## src/rtl/sr04_pkg.sv

```systemverilog
// Shared definitions for the round-robin HC-SR04 scheduler: FSM encoding and width helpers.
package sr04_pkg;

  typedef enum logic [2:0] {
    S_IDLE = 3'd0,
    S_TRIG = 3'd1,
    S_WAIT = 3'd2,
    S_MEAS = 3'd3,
    S_GAP  = 3'd4
  } state_t;

  function automatic int ch_width(input int n);
    return (n > 1) ? $clog2(n) : 1;
  endfunction

  // Wide enough for the longest state duration counted in microseconds.
  function automatic int us_width(input int echo_us, input int gap_us, input int trig_us);
    int m;
    m = echo_us;
    m = (gap_us > m) ? gap_us : m;
    m = (trig_us > m) ? trig_us : m;
    return $clog2(m + 1);
  endfunction

endpackage

```

## src/rtl/prm_register_we.sv

```systemverilog
// Parameter/result register with write enable, cleared by reset.
module prm_register_we #(
  parameter int WIDTH = 8
) (
  input  logic             clk,
  input  logic             rst_n,
  input  logic             we,
  input  logic [WIDTH-1:0] d,
  output logic [WIDTH-1:0] q
);
  logic [WIDTH-1:0] data_q, data_d;

  assign q = data_q;

  // Load on write enable, otherwise hold.
  always_comb begin
    if (we) data_d = d;
    else    data_d = data_q;
  end

  // Storage register.
  always_ff @(posedge clk or negedge rst_n) begin
    if (!rst_n) data_q <= '0;
    else        data_q <= data_d;
  end
endmodule

```

## src/rtl/sr04_echo_sync.sv

```systemverilog
// Two-flop synchronizers for every echo pin plus edge detection on the selected channel.
module sr04_echo_sync #(
  parameter int CHANNELS = 4,
  parameter int CW       = 2
) (
  input  logic                clk,
  input  logic                rst_n,
  input  logic [CHANNELS-1:0] echo,
  input  logic [CW-1:0]       sel,
  output logic                rise,
  output logic                fall
);
  logic [CHANNELS-1:0] sync1_q, sync1_d, sync2_q, sync2_d;
  logic                prev_q, prev_d, cur;

  assign cur  = sync2_q[sel];
  assign rise = cur & ~prev_q;
  assign fall = ~cur & prev_q;

  // Synchronizer chain and previous-level tracking of the selected channel.
  always_comb begin
    sync1_d = echo;
    sync2_d = sync1_q;
    prev_d  = cur;
  end

  // Synchronizer and edge-detect registers.
  always_ff @(posedge clk or negedge rst_n) begin
    if (!rst_n) begin
      sync1_q <= '0;
      sync2_q <= '0;
      prev_q  <= 1'b0;
    end else begin
      sync1_q <= sync1_d;
      sync2_q <= sync2_d;
      prev_q  <= prev_d;
    end
  end
endmodule

```

## src/rtl/strobe_gen.sv

```systemverilog
// Periodic one-cycle strobe every PERIOD clocks; clr or a low en restarts the period.
module strobe_gen #(
  parameter int PERIOD = 50
) (
  input  logic clk,
  input  logic rst_n,
  input  logic en,
  input  logic clr,
  output logic strobe
);
  localparam int W = (PERIOD > 1) ? $clog2(PERIOD) : 1;
  localparam logic [W-1:0] LAST = W'(PERIOD - 1);

  logic [W-1:0] cnt_q, cnt_d;

  assign strobe = en && (cnt_q == LAST);

  // Next prescaler value.
  always_comb begin
    if (clr || !en) begin
      cnt_d = '0;
    end else if (cnt_q == LAST) begin
      cnt_d = '0;
    end else begin
      cnt_d = cnt_q + W'(1);
    end
  end

  // Prescaler register.
  always_ff @(posedge clk or negedge rst_n) begin
    if (!rst_n) cnt_q <= '0;
    else        cnt_q <= cnt_d;
  end
endmodule

```

## src/rtl/sr04_scheduler.sv

```systemverilog
// Round-robin HC-SR04 scheduler: fires one enabled sensor at a time, times its echo in cm
// and stores a per-channel result and timeout flag.
module sr04_scheduler
  import sr04_pkg::*;
#(
  parameter int CHANNELS         = 4,
  parameter int RANGE_WIDTH      = 16,
  parameter int DELAY_CLK_1US    = 50,
  parameter int DELAY_1US_1SM    = 58,
  parameter int DELAY_TRIGGER_US = 10,
  parameter int DELAY_ECHO_US    = 23200,
  parameter int DELAY_GAP_US     = 60000
) (
  input  logic                            clk,
  input  logic                            rst_n,
  input  logic [CHANNELS-1:0]             ch_en,
  input  logic [CHANNELS-1:0]             echo,
  output logic [CHANNELS-1:0]             trigger,
  output logic [CHANNELS*RANGE_WIDTH-1:0] range,
  output logic [CHANNELS-1:0]             timeout,
  output logic                            done,
  output logic [ch_width(CHANNELS)-1:0]   done_ch
);
  localparam int CW = ch_width(CHANNELS);
  localparam int UW = us_width(DELAY_ECHO_US, DELAY_GAP_US, DELAY_TRIGGER_US);
  localparam int RW = RANGE_WIDTH;

  state_t              state_q, state_d;
  logic [CW-1:0]       ch_q, ch_d, done_ch_q, done_ch_d, pick;
  logic [UW-1:0]       us_q, us_d, lim;
  logic [RW-1:0]       cnt_q, cnt_d, cnt_inc, wr_val;
  logic [CHANNELS-1:0] trig_q, trig_d;
  logic                done_q, done_d;
  logic                us_stb, cm_stb, us_end, clr, wr, wr_tmo, rise, fall;
  logic [RW:0]         res_q [CHANNELS];

  strobe_gen #(.PERIOD(DELAY_CLK_1US)) u_us_stb (
    .clk(clk), .rst_n(rst_n), .en(1'b1), .clr(clr), .strobe(us_stb)
  );

  strobe_gen #(.PERIOD(DELAY_CLK_1US * DELAY_1US_1SM)) u_cm_stb (
    .clk(clk), .rst_n(rst_n), .en(state_q == S_MEAS), .clr(clr), .strobe(cm_stb)
  );

  sr04_echo_sync #(.CHANNELS(CHANNELS), .CW(CW)) u_echo_sync (
    .clk(clk), .rst_n(rst_n), .echo(echo), .sel(ch_q), .rise(rise), .fall(fall)
  );

  for (genvar g = 0; g < CHANNELS; g++) begin : g_res
    prm_register_we #(.WIDTH(RW + 1)) u_res (
      .clk(clk), .rst_n(rst_n), .we(wr && (ch_q == CW'(g))),
      .d({wr_tmo, wr_val}), .q(res_q[g])
    );
  end

  // Unpack stored results onto the flat output buses.
  always_comb begin
    range   = '0;
    timeout = '0;
    for (int i = 0; i < CHANNELS; i++) begin
      range[i*RW +: RW] = res_q[i][RW-1:0];
      timeout[i]        = res_q[i][RW];
    end
  end

  // Lowest enabled channel at or above ch_q, wrapping; later (smaller) offsets win.
  always_comb begin
    pick = ch_q;
    for (int i = CHANNELS - 1; i >= 0; i--) begin
      pick = ch_en[CW'((int'(ch_q) + i) % CHANNELS)] ? CW'((int'(ch_q) + i) % CHANNELS) : pick;
    end
  end

  // FSM next state, result write decision and counter updates.
  always_comb begin
    state_d = state_q;
    ch_d    = ch_q;
    wr      = 1'b0;
    wr_tmo  = 1'b0;
    cnt_inc = (cm_stb && (cnt_q != '1)) ? cnt_q + RW'(1) : cnt_q;
    wr_val  = cnt_inc;
    case (state_q)
      S_TRIG:         lim = UW'(DELAY_TRIGGER_US - 1);
      S_WAIT, S_MEAS: lim = UW'(DELAY_ECHO_US - 1);
      default:        lim = UW'(DELAY_GAP_US - 1);
    endcase
    us_end = us_stb && (us_q == lim);
    case (state_q)
      S_IDLE: begin
        if (ch_en != '0) begin
          state_d = S_TRIG;
          ch_d    = pick;
        end else begin
          state_d = S_IDLE;
        end
      end
      S_TRIG: begin
        if (us_end) state_d = S_WAIT;
        else        state_d = S_TRIG;
      end
      S_WAIT: begin
        if (rise) begin
          state_d = S_MEAS;
        end else if (us_end) begin
          state_d = S_GAP;
          wr      = 1'b1;
          wr_tmo  = 1'b1;
          wr_val  = '0;
        end else begin
          state_d = S_WAIT;
        end
      end
      S_MEAS: begin
        // Result includes a cm strobe landing in the final MEAS cycle.
        if (fall || us_end) begin
          state_d = S_GAP;
          wr      = 1'b1;
          wr_tmo  = !fall;
        end else begin
          state_d = S_MEAS;
        end
      end
      S_GAP: begin
        if (us_end) begin
          state_d = S_IDLE;
          ch_d    = (ch_q == CW'(CHANNELS - 1)) ? '0 : ch_q + CW'(1);
        end else begin
          state_d = S_GAP;
        end
      end
      default: state_d = S_IDLE;
    endcase
    clr       = (state_d != state_q);
    us_d      = clr ? '0 : (us_stb ? us_q + UW'(1) : us_q);
    cnt_d     = clr ? '0 : cnt_inc;
    trig_d    = '0;
    if (state_q == S_TRIG) trig_d[ch_q] = 1'b1;
    else                   trig_d = '0;
    done_d    = wr;
    done_ch_d = wr ? ch_q : done_ch_q;
  end

  // FSM and registered outputs.
  always_ff @(posedge clk or negedge rst_n) begin
    if (!rst_n) begin
      state_q   <= S_IDLE;
      ch_q      <= '0;
      us_q      <= '0;
      cnt_q     <= '0;
      trig_q    <= '0;
      done_q    <= 1'b0;
      done_ch_q <= '0;
    end else begin
      state_q   <= state_d;
      ch_q      <= ch_d;
      us_q      <= us_d;
      cnt_q     <= cnt_d;
      trig_q    <= trig_d;
      done_q    <= done_d;
      done_ch_q <= done_ch_d;
    end
  end

  assign trigger = trig_q;
  assign done    = done_q;
  assign done_ch = done_ch_q;
endmodule
```

## config.mk

```make
export PLATFORM = sky130hd
export DESIGN_NAME = sr04_scheduler
export DESIGN_NICKNAME = d
export VERILOG_FILES = /design/src/rtl/sr04_pkg.sv /design/src/rtl/prm_register_we.sv /design/src/rtl/sr04_echo_sync.sv /design/src/rtl/strobe_gen.sv /design/src/rtl/sr04_scheduler.sv
export SDC_FILE = /design/constraint.sdc
export NUM_CORES = 1
export LEC_CHECK = 0
export ABC_AREA = 1
export CAP_MARGIN = 10
export CORE_ASPECT_RATIO = 0.75
export CORE_MARGIN = 2
export CORE_UTILIZATION = 45
export CTS_CLUSTER_DIAMETER = 150
export DETAILED_ROUTE_END_ITERATION = 10
export PLACE_DENSITY = 0.7
export SKIP_CTS_REPAIR_TIMING = 1
export SYNTH_ARGS = -nofsm -noshare
export SYNTH_HDL_FRONTEND = slang
export SYNTH_SLANG_ARGS = --single-unit
```

## constraint.sdc

```tcl
create_clock -name clk -period 2 [get_ports clk]
set_input_delay 0.2 -clock clk [delete_from_list [all_inputs] [get_ports clk]]
set_output_delay 0.2 -clock clk [all_outputs]
set_load 0.02 [all_outputs]
```

==> results.json, run 1 <==
{
  "run_status": "complete, but fails checks",
  "violations": "negative setup slack",
  "vias_per_cell": 5.181,
  "nNetsFinal": 937,
  "max_cap_viol_count": 0,
  "cts_max_level": 4,
  "clkTransAtPathRegs_ns": 0.06,
  "cts.sinks": 139,
  "ys_seq_elements": 139,
  "grt_pass1_wl_um": 25740,
  "grt_max_degree": 57,
  "syn_area_per_cell_um2": 8.467,
  "async_reset_ff_share_pct": 100.0,
  "first_pass_iters": 5,
  "placed_cells": 1056,
  "cts_tree": "yes",
  "die_height_um": 107.8,
  "fillers": 1100,
  "fp.dieArea_um2": 15360,
  "critical_path_class": "reg2reg",
  "endpoint_kind": "flip-flop",
  "hold_viol": 0,
  "hold_path.class": "in2reg",
  "drv_slew": 0,
  "max-slew-margin-rel_pct": 71.30,
  "drc": 0,
  "grt_setup_unrepaired": "true",
  "ys.flop_type": "dfrtp_1",
  "peakVddDrop_mv": 0.5510,
  "powerDensity_nw_per_um2": 647.5,
  "skew_ns": 0.01203,
  "instances_no_fill": 1106,
  "routedWlPerCell_um": 15.75,
  "synth_seq_area_share_pct": 53.77,
  "place.gp.congestion": 0.9068,
  "layout-drive-gt1-share_pct": 24.38,
  "yosysUniqueCellTypes": 35,
  "yosys_warnings": 0,
  "wl_um": 17420,
  "area_growth_pct": 41.08,
  "clk_latency_ns": 0.43,
  "hpwl_um": 10860,
  "reg2reg_slack_ns": -0.0003,
  "leakage_nw": 3.990,
  "pre_cts_slack_ns": -0.09296,
  "row_count": 37,
  "regArea_um2": 3481,
  "start_kind": "flip-flop",
  "period_share_pct": 100.0,
  "period_needed_ns": 2.000,
  "num_vias": 5730,
  "io_buffers": 84,
  "finalSetupViolCount": 1,
  "worst_pin_slew_ns": 0.4305,
  "totalNegativeSetupSlack_ns": -0.0003058,
  "required_ns": 2.31,
  "core_um2": 13890,
  "multi_input_area_um2": 3029,
  "cp.arrival_ns": 2.31,
  "antenna_found_initial": 0,
  "fmax_ghz": 0.4999,
  "critPathMaxFanout": 6,
  "grt_pass1_vias": 5249,
  "gr-total-overflow": 0,
  "cts-buffers-inserted": 17,
  "io_pins": 85,
  "synth_nets": 783,
  "syn_area_um2": 6469,
  "grt_use_total_pct": 21.29,
  "clockBufferDepth": 2,
  "cts_root_buf": "clkbuf_16",
  "fp.dieW_um": 142.4,
  "whs_ns": 0.2160,
  "ant_nets": 0,
  "num_antenna_cells": 0,
  "synthCells": 764,
  "start_util_pct": 46.58,
  "setup_slack_ns": -0.0003058,
  "synth-edff-count": 0,
  "drtIter0Drc": 401
}
## placed cells by master, fill, tap and decap left out, types with 10 or more instances in the layout
master / n
buf_4: 55
clkdlybuf4s50_1: 83
nor3_1: 14
nand2_1: 188
o21ai_0: 25
clkbuf_16: 21
nor2_2: 28
nor2_1: 53
o21ai_2: 12
nand4_1: 10
dfrtp_1: 137
inv_1: 64
o21ai_1: 54
nand3_2: 12
nand2_2: 20
xor2_1: 24
nor2_4: 12
nand3_1: 25
## synth_stat cells, drive strengths merged, types with 5 or more instances
cell type    n  share of area [%]
nor3        18                1.5
buf         17                1.6
inv         72                4.2
xor2        25                3.4
dfrtp      139                 54
nand4       11                1.3
or2          5               0.48
clkbuf       5               0.29
ha           9                1.7
o21ai       91                7.1
nand3       41                3.2
nand2      216                 13
nor2        93                6.1
## sequential cells by signal, summed over array words and instances, names as in the netlist, 2 cells and up
name                 flops
u_echo_sync.sync1_q      4
ch_q                     2
u_echo_sync.sync2_q      4
done_ch                  2
state_q                  3
trigger                  4
cnt_q                   16
us_q                    16
g_res.u_res.q           68
u_cm_stb.cnt_q          12
u_us_stb.cnt_q           6
## stage by stage
step / power, mW / utilization (%) / area [um2]
floorplan: 2.890 / - / 6469
global placement: 2.979 / 56.86 / 7896
detailed placement: 2.978 / 56.86 / 7896
CTS: 5.954 / 60.84 / 8449
global route: 6.074 / 65.71 / 9126
finish: 5.909 / 65.71 / 9126
## path summary, 6_finish.rpt
| path | from | to | cells past startpoint |
|---|---|---|---|
| setup / recovery | u_us_stb.cnt_q[1]$_DFF_PN0_ | us_q[10]$_DFFE_PN0P_ | 12 |
| hold / removal | echo[0] | u_echo_sync.sync1_q[0]$_DFF_PN0_ | 1 |
| setup reg to reg | u_us_stb.cnt_q[1]$_DFF_PN0_ | us_q[10]$_DFFE_PN0P_ | 12 |
| hold reg to reg | u_echo_sync.sync1_q[3]$_DFF_PN0_ | u_echo_sync.sync2_q[3]$_DFF_PN0_ | 0 |
| max in group asynchronous | rst_n | state_q[0]$_DFF_PN0_ | 3 |
| min in group asynchronous | rst_n | u_us_stb.cnt_q[3]$_DFF_PN0_ | 2 |
## routing by layer
layer	track usage [%]	part of all wire (%)
met3	5.249	6.5
met2	31.32	45
met4	6.577	1.1
met5	0	0
met1	31.09	48
## final cells by class
cell class / count / share of cell area (%)
tap: 175 / 2.399
clock inverter: 14 / 1.357
multi-input combinational: 531 / 33.19
sequential: 139 / 38.14
clock buffer: 18 / 4.703
timing repair buffer: 157 / 17.22
inverter: 72 / 2.989
## where the power goes
part           switching (mW)  leakage, nW  internal [mW]
Clock                    1.35        0.263           1.63
Sequential            0.00391         1.89           2.82
Combinational          0.0719         1.84         0.0299
Total                    1.43         3.99           4.48
## worst max-delay path, stage by stage (launching register included)
cell and delay, ns:
dfrtp_1 0.38, inv_1 0.06, ha_2 0.16, inv_2 0.04
nor3_4 0.16, buf_4 0.15, buf_6 0.12, nand3_4 0.08
nor2_4 0.12, nand4_1 0.16, nor2_4 0.20, xor2_2 0.20
nor2_4 0.05
## cells by family (layout without fill, tap and decap cells)
kind of cell / Yosys count / count (layout) / synth area share [%]
AO/OA/AOI/OAI: 101 / 101 / 8.105
XOR/XNOR: 29 / 29 / 3.926
adder cells (fa/ha/maj): 9 / 9 / 1.741
buffers and inverters: 94 / 261 / 6.054
flip-flops: 139 / 139 / 53.77
AND/OR/NAND/NOR: 392 / 392 / 26.40
Power figures use the tool's default switching activity.
==> run 2: changes to the inputs <==
- CTS_BUF_LIST: not set -> sky130_fd_sc_hd__clkbuf_4
==> run 2 against run 1 <==
  * The run still ends with negative setup slack left
  * Via count decreased by 2.3%
  * First-iteration DRC count fell by 6.0%
  * Core utilization shrank 3.7 points
  * Critical endpoint is now us_q[4]$_DFFE_PN0P_
==> results.json, run 2 (synthesized netlist as in run 1, its figures left out) <==
{
  "run_status": "complete, but fails checks",
  "violations": "negative setup slack",
  "required_ns": 2.45,
  "finalSetupViolCount": 3,
  "power_mw": 4.646,
  "max-slew-margin-rel_pct": 71.64,
  "worstPathCellList": "inv_2 > nand2_2 > nor2_2 > nand2_1 > nand2_1 > nand2_2 > nor2_4 > nand2_4 > nand2_2 > nand2_4 > nand2_8 > a21oi_4 > nand2_4 > clkbuf_16 > nor2_1",
  "max_stage_delay_ns": 0.42,
  "drc": 0,
  "fp.dieArea_um2": 15360,
  "worst_pin_slew_ns": 0.4255,
  "fmax_ghz": 0.4998,
  "totalNegativeSetupSlack_ns": -0.001203,
  "io_pins": 85,
  "grt_pass1_vias": 5108,
  "largest_reg_flops": 68,
  "crit_buf_inv": 2,
  "powerDensity_nw_per_um2": 539.7,
  "io_buffers": 84,
  "cp.arrival_ns": 2.45,
  "layout.cells.most_common": "nand2_1",
  "leakage_nw": 3.830,
  "max_cap_viol_count": 0,
  "whs_ns": 0.07814,
  "hold_viol": 0,
  "wl_um": 16310,
  "period_needed_ns": 2.001,
  "setup_slack_ns": -0.0006373,
  "endpoint_kind": "flip-flop",
  "hold_path.class": "in2reg",
  "fp.dieW_um": 142.4,
  "antenna_found_initial": 0,
  "num_antenna_cells": 0,
  "worstHoldStart": "echo[0]",
  "start_util_pct": 46.58,
  "regToRegStartpoint": "state_q[2]$_DFF_PN0_",
  "layout-drive-gt1-share_pct": 20.00,
  "cts-buffers-inserted": 17,
  "gr-total-overflow": 0,
  "drtIter0Drc": 377,
  "num_vias": 5601,
  "nNetsFinal": 936,
  "grt_setup_unrepaired": "true",
  "start_kind": "flip-flop",
  "instances_no_fill": 1105,
  "routedWlPerCell_um": 14.76,
  "startpoint": "state_q[2]$_DFF_PN0_",
  "clockBufferDepth": 2,
  "grt_max_degree": 57,
  "core_um2": 13890,
  "clk_latency_ns": 0.56,
  "vias_per_cell": 5.069,
  "critical_path_class": "reg2reg",
  "grt_use_total_pct": 20.63,
  "period_share_pct": 100.0,
  "critPathMaxFanout": 8,
  "cts_max_level": 4,
  "final_cell_mix": "nand2_1 (195), dfrtp_1 (139), clkdlybuf4s50_1 (83)",
  "cts_root_buf": "clkbuf_4",
  "hpwl_um": 10860,
  "row_count": 37,
  "pre_cts_slack_ns": -0.09296,
  "first_pass_iters": 5,
  "placed_cells": 1056,
  "skew_ns": 0.02530,
  "cts_tree": "yes",
  "cpLargestDelayFamily": "simple AND/OR/NAND/NOR gates",
  "place.gp.congestion": 0.9068,
  "clkTransAtPathRegs_ns": 0.13,
  "critPathSlowestCell": "dfrtp_1",
  "ant_nets": 0,
  "drv_slew": 0,
  "area_growth_pct": 33.08,
  "die_height_um": 107.8,
  "grt_pass1_wl_um": 25010,
  "cts.sinks": 139,
  "peakVddDrop_mv": 0.3026
}
[run 2: cell type report]
class,instances,area (um2)
Sequential cell,139,3478
Inverter,72,270.3
Fill cell,1155,5280
Tap cell,175,219.0
Multi-Input combinational cell,531,2821
Timing Repair Buffer,156,1560
Clock buffer,18,135.1
Clock inverter,14,123.9
[run 2: worst register-to-register path, stage by stage, from the launching register on]
cell,delay [ns]
dfrtp_1,0.42
inv_2,0.12
nand2_2,0.08
nor2_2,0.13
nand2_1,0.07
nand2_1,0.07
nand2_2,0.06
nor2_4,0.17
nand2_4,0.07
nand2_2,0.08
nand2_4,0.07
nand2_8,0.13
a21oi_4,0.05
nand2_4,0.17
clkbuf_16,0.19
nor2_1,0.04
[run 2: stage by stage]
stage               instance area, um2  util [%]
floorplan                         6469         -
global route                      8608     61.98
detailed placement                7896     56.86
global placement                  7896     56.86
finish                            8608     61.98
CTS                               8155     58.72
[run 2: routing by layer]
layer	wire length (um)	share of wire, %	vias up	track usage [%]
met5	0	0	-	0
met4	121	0.74	0	4.880
met3	1086	6.7	12	5.516
met2	6961	43	183	29.57
met1	8140	50	2655	31.10
li1	-	-	2751	-
[run 2: final timing paths]
check / slack, ns / to / cells after the start
min in group asynchronous: 0.10 / u_us_stb.cnt_q[3]$_DFF_PN0_ / 2
setup reg to reg: -0.0006 / us_q[4]$_DFFE_PN0P_ / 15
hold reg to reg: 0.37 / u_echo_sync.sync2_q[3]$_DFF_PN0_ / 0
hold / removal: 0.08 / u_echo_sync.sync1_q[0]$_DFF_PN0_ / 1
max in group asynchronous: 1.25 / u_cm_stb.cnt_q[11]$_DFF_PN0_ / 3
setup / recovery: -0.0006 / us_q[4]$_DFFE_PN0P_ / 15
[run 2: power breakdown]
| group | switching [mW] | internal (mW) |
|---|---|---|
| sequential | 0.00383 | 2.82 |
| clock | 1.17 | 0.551 |
| combinational | 0.0711 | 0.0298 |
